===== config.mk =====
export PLATFORM = sky130hd
export DESIGN_NAME = sm3_block_sched
export DESIGN_NICKNAME = d
export VERILOG_FILES = /design/src/rtl/sm3_block_sched.sv
export SDC_FILE = /design/constraint.sdc
export NUM_CORES = 1
export LEC_CHECK = 0
export BUFFER_PORTS_ARGS = -buffer_cell sky130_fd_sc_hd__buf_2
export CORE_AREA = 2 2 407 409
export CTS_BUF_LIST = sky130_fd_sc_hd__clkbuf_8
export CTS_CLUSTER_DIAMETER = 100
export DETAILED_ROUTE_END_ITERATION = 16
export DIE_AREA = 0 0 409 411
export SLEW_MARGIN = 20
export SYNTH_ARGS = -nofsm -noshare
export SYNTH_HDL_FRONTEND = slang
export SYNTH_SLANG_ARGS = --single-unit
export TNS_END_PERCENT = 50

===== constraint.sdc =====
create_clock -name clk_in -period 6.49 [get_ports clk_in]
set_input_delay 1.947 -clock clk_in [delete_from_list [all_inputs] [get_ports clk_in]]
set_output_delay 1.947 -clock clk_in [all_outputs]
set_load 0.02 [all_outputs]

===== src/rtl/sm3_block_sched.sv =====
// SM3 job sequencer: pulls padded blocks, buffers one, and issues it to the CF core.
// Optional CF watchdog enabled by defining SM3_SCHED_CF_TIMEOUT_EN.
module sm3_block_sched #(
    parameter int BLK_W      = 512,
    parameter int CNT_W      = 16,
    parameter int CF_TIMEOUT = 255
) (
    input  logic             clk_in,
    input  logic             reset_n_in,
    input  logic             sm3_start_in,
    output logic             sm3_en_out,
    output logic             padding_en_out,
    input  logic [BLK_W-1:0] blk_in,
    input  logic             blk_valid_in,
    input  logic             all_done_in,
    output logic [BLK_W-1:0] cf_blk_out,
    output logic             cf_start_out,
    output logic             cf_first_out,
    input  logic             cf_done_in,
    output logic             hash_done_out,
    output logic [CNT_W-1:0] block_cnt_out,
    output logic             err_overrun_out,
    output logic             err_timeout_out
);

    typedef enum logic [2:0] {
        S_IDLE,
        S_REQ,
        S_WAIT_BLK,
        S_ISSUE,
        S_COMPRESS,
        S_DONE
    } state_t;

    state_t state_q, state_d;
    logic   first_flag;
    logic   start_job;
    logic   latch_blk;
    logic   cnt_inc;
    logic   tmo_hit;
    logic   tmo_fire;
    logic   overrun;

    always_ff @(posedge clk_in or negedge reset_n_in) begin
        if (!reset_n_in) begin
            state_q <= S_IDLE;
        end else begin
            state_q <= state_d;
        end
    end

    always_comb begin
        state_d   = state_q;
        start_job = 1'b0;
        latch_blk = 1'b0;
        cnt_inc   = 1'b0;
        tmo_fire  = 1'b0;
        unique case (state_q)
            S_IDLE: begin
                if (sm3_start_in) begin
                    start_job = 1'b1;
                    state_d   = S_REQ;
                end
            end
            S_REQ:      state_d = S_WAIT_BLK;
            S_WAIT_BLK: begin
                if (blk_valid_in) begin
                    latch_blk = 1'b1;
                    state_d   = S_ISSUE;
                end
            end
            S_ISSUE:    state_d = S_COMPRESS;
            S_COMPRESS: begin
                // a done arriving on the watchdog's last cycle takes priority
                if (cf_done_in) begin
                    cnt_inc = 1'b1;
                    state_d = all_done_in ? S_DONE : S_REQ;
                end else if (tmo_hit) begin
                    tmo_fire = 1'b1;
                    state_d  = S_IDLE;
                end
            end
            S_DONE:     state_d = S_IDLE;
            default:    state_d = S_IDLE;
        endcase
    end

    // a block is only welcome while waiting for one; in IDLE it is silently ignored
    assign overrun = blk_valid_in &&
                     (state_q != S_IDLE) && (state_q != S_WAIT_BLK);

    always_ff @(posedge clk_in or negedge reset_n_in) begin
        if (!reset_n_in) begin
            cf_blk_out      <= '0;
            block_cnt_out   <= '0;
            first_flag      <= 1'b0;
            err_overrun_out <= 1'b0;
        end else begin
            if (latch_blk) begin
                cf_blk_out <= blk_in;
            end
            if (start_job) begin
                block_cnt_out   <= '0;
                first_flag      <= 1'b1;
                err_overrun_out <= 1'b0;
            end else begin
                if (cnt_inc && !(&block_cnt_out)) begin
                    block_cnt_out <= block_cnt_out + 1'b1;
                end
                if (overrun) begin
                    err_overrun_out <= 1'b1;
                end
                if (state_q == S_ISSUE) begin
                    first_flag <= 1'b0;
                end
            end
        end
    end

`ifdef SM3_SCHED_CF_TIMEOUT_EN
    localparam int TW = $clog2(CF_TIMEOUT + 1);
    localparam logic [TW-1:0] TMO_LAST = TW'(CF_TIMEOUT - 1);

    logic [TW-1:0] tmo_cnt;

    assign tmo_hit = (state_q == S_COMPRESS) && (tmo_cnt == TMO_LAST);

    always_ff @(posedge clk_in or negedge reset_n_in) begin
        if (!reset_n_in) begin
            tmo_cnt         <= '0;
            err_timeout_out <= 1'b0;
        end else begin
            if (state_q == S_ISSUE) begin
                tmo_cnt <= '0;
            end else if (state_q == S_COMPRESS) begin
                tmo_cnt <= tmo_cnt + 1'b1;
            end
            if (start_job) begin
                err_timeout_out <= 1'b0;
            end else if (tmo_fire) begin
                err_timeout_out <= 1'b1;
            end
        end
    end
`else
    assign tmo_hit         = 1'b0;
    assign err_timeout_out = 1'b0;
`endif

    assign sm3_en_out     = (state_q != S_IDLE);
    assign padding_en_out = (state_q == S_REQ);
    assign cf_start_out   = (state_q == S_ISSUE);
    assign cf_first_out   = (state_q == S_ISSUE) && first_flag;
    assign hash_done_out  = (state_q == S_DONE);

endmodule

==> metrics <==
status=complete, no violations; flops & latches, synth=533; first-pass GRT wire length=135.3 mm; Layout Nets=2,842; insertion delay to the later sink of the worst-skew pair=0.86 ns; VDD IR max=0.0002249 V; drt via density=3.288; Min-Delay Path Depth=1; Hold Vio Cnt, Final=0; Placer Congestion=0.8915; row count=149; RR Endpoint=cf_blk_out[93]$_DFFE_PN0P_; fin crit period=4.059 ns; Pwr Density=576.8 nW/µm²; setup TNS=0 ns; Initial Utilization=0.1223; area delta synth->final=51.54%; Inst Count DP=4,404; initial drt markers=568; Net Sw Frac=0.4201; fill count=18,010; TritonCTS clock tree=yes; internal power=10.16 mW; worst clock skew=0.06063 ns; sequential area share after synthesis=0.6657; hold_buf cts=0; reg2reg path depth=6; DIE AREA=168,100 µm²; sequential power share=0.337; Relative slew margins=0.2483; IO buf count=1,051; DRT Wirelength=104.2 mm; Post-synth EDFFs=0; critical-path maximum fanout=13; overall routing resource usage=0.1193; Synth Area per Inst=16.55 µm²; Gate power share=0.439; CP startpoint=state_q[0]$_DFFE_PN0P_; CTS Root Cell=clkbuf_8; I/O pins=1,053; dpl hpwl=85.68 mm; R2R Setup Slk=3.81 ns; Detailed Routing Iterations Pass 1=7; core area=163,900 µm²; MaxCap Viol Count=0; top_reg_cell synth=dfrtp_1; distinct cell type count of the synthesized netlist=37; Max Slew Vio Count=0; Worst setup EP type=output port; CTS clock-pin slew for the worst setup and hold paths=0.06 ns; CTS Buffer Depth=3; vias in the first global route=15,560; synth warn=0; RSZ-0062 raised after global routing=no; Tcrit/Tclk final=0.6254; clk sink count=533; post-route ant nets=0; CP endpoint=cf_first_out; Worst Path Arrival=2.11 ns; total number of vias=15,180; die span in y=411 µm; WP data required=4.54 ns; share of cells above drive strength 1=0.7264; Non-Filler Instances=4,617; wire length per cell=22.56 µm; worst setup margin=2.431 ns; # DRC=0; crit path kind=reg -> out; Setup Buffers After CTS=0; Post-CTS Resized=0; CTS Buf Count=106; final setup vio count=0; Overflow after GRT=0; Synth Instances=1,211; share of flip-flops with an asynchronous set or reset=1.000; worst-margin pin slew=1.128 ns; largest net degree at the start of global routing=158; HP Class=reg -> reg; Die X=409 µm; Place WS=2.285 ns; post-synthesis net count=1,730; fmax=0.2464 GHz; CP Launch Type=flop; mapped cell area=20,040 µm²; initial antenna violation count=78; Clock Power Share=0.224; P_sw=7.357 mW; LEAKAGE=14.20 nW; H-tree depth=3; FF-to-FF Start=state_q[1]$_DFFE_PN0P_
[state kept, by name (all words and copies together), names as in the netlist]
| register | count |
|---|---|
| block_cnt_out | 16 |
| state_q | 3 |
| cf_blk_out | 512 |
| first_flag | 1 |
| err_overrun_out | 1 |
[power by group through the flow]
stage	registers (mW)	clock network [mW]	logic (mW)
global route	6.11	4.26	8.08
detailed placement	5.96	0	7.92
finish	5.91	3.92	7.69
floorplan	7.88	0	2.37
global placement	5.89	0	7.87
CTS	5.91	4.13	7.93
[cells by family after synthesis]
kind of cell | share of synthesized area
AO/OA/AOI/OAI | 0.009304
other | 0.0001872
AND/OR/NAND/NOR | 0.02042
XOR/XNOR | 0.0004372
multiplexers | 0.2877
flip-flops | 0.6657
buffers and inverters | 0.01561
adder cells (fa/ha/maj) | 0.0006244
[metal layers]
layer,global-route usage,up-vias,share of wire
met3,0.05501,225,0.11
li1,-,6575,-
met4,0.06757,60,0.052
met2,0.1852,734,0.46
met5,0,-,0.0036
met1,0.1349,7586,0.38
[critical path: stages, from the launching register on]
cell and delay, ns:
dfrtp_1 0.56, nand3b_1 0.19, inv_1 0.17, and2_1 0.14, buf_2 0.19
[placed cells by master, fill, tap and decap left out, types with 8 or more instances in the layout]
cell           n
a211o_1        8
and3_1         8
buf_2       1050
buf_4         10
bufinv_16     10
clkbuf_8     128
clkinv_2      14
clkinvlp_4     9
dfrtp_1      533
diode_2       16
inv_1         30
mux2_2       512
nand2_1       16
nor3_1         8
[metrics by stage]
stage	hold slack [ns]	util	area, µm²	total power [mW]
after global routing	0.5092	0.1851	30330	18.45
after floorplan	0.4387	-	20040	10.24
final	0.4977	0.1853	30360	17.52
after global placement	0.4829	0.1704	27920	13.76
after CTS	0.5029	0.1850	30320	17.97
after detailed placement	0.4893	0.1704	27920	13.87
[worst min-delay path by stage]
stage / slack [ns] / endpoint / from
6_report: 0.50 / cf_blk_out[262]$_DFFE_PN0P_ / cf_blk_out[262]$_DFFE_PN0P_
2_1_floorplan: 0.44 / first_flag$_DFFE_PN0P_ / first_flag$_DFFE_PN0P_
3_3_place_gp: 0.48 / cf_blk_out[299]$_DFFE_PN0P_ / cf_blk_out[299]$_DFFE_PN0P_
5_1_grt: 0.51 / cf_blk_out[112]$_DFFE_PN0P_ / cf_blk_out[112]$_DFFE_PN0P_
4_1_cts: 0.50 / cf_blk_out[458]$_DFFE_PN0P_ / cf_blk_out[458]$_DFFE_PN0P_
3_5_place_dp: 0.49 / cf_blk_out[153]$_DFFE_PN0P_ / cf_blk_out[153]$_DFFE_PN0P_
[Yosys cell counts, types with 2 or more instances]
cell        n  share of area
a211o_1     8         0.0035
a21oi_1     5         0.0012
and2_1      2        0.00062
and3_1      8         0.0025
buf_2      52          0.013
buf_4       2        0.00075
clkbuf_1    8         0.0015
dfrtp_1   533           0.67
inv_1       2        0.00037
mux2_2    512           0.29
nand2_1    16         0.0030
nand2b_1    2        0.00062
nand3_1     7         0.0017
nand3b_1    3         0.0011
nand4_1     3        0.00094
nor2_1      6         0.0011
nor3_1      9         0.0022
nor3b_1     4         0.0015
o21ai_0     5         0.0012
or3_1       5         0.0016
or4_1       3         0.0011
[layout make-up]
cell class                 instances  area (µm²)  share of cell area
sequential                       533       13340              0.4393
clock inverter                    69       641.9             0.02114
tap                             2189        2739             0.09020
clock buffer                     128        1762             0.05802
multi-input combinational        614        6391              0.2105
inverter                           2       7.507           0.0002472
timing repair buffer            1066        5445              0.1793
antenna                           16       40.04            0.001319
No activity file was read; power rests on OpenSTA's default activity.
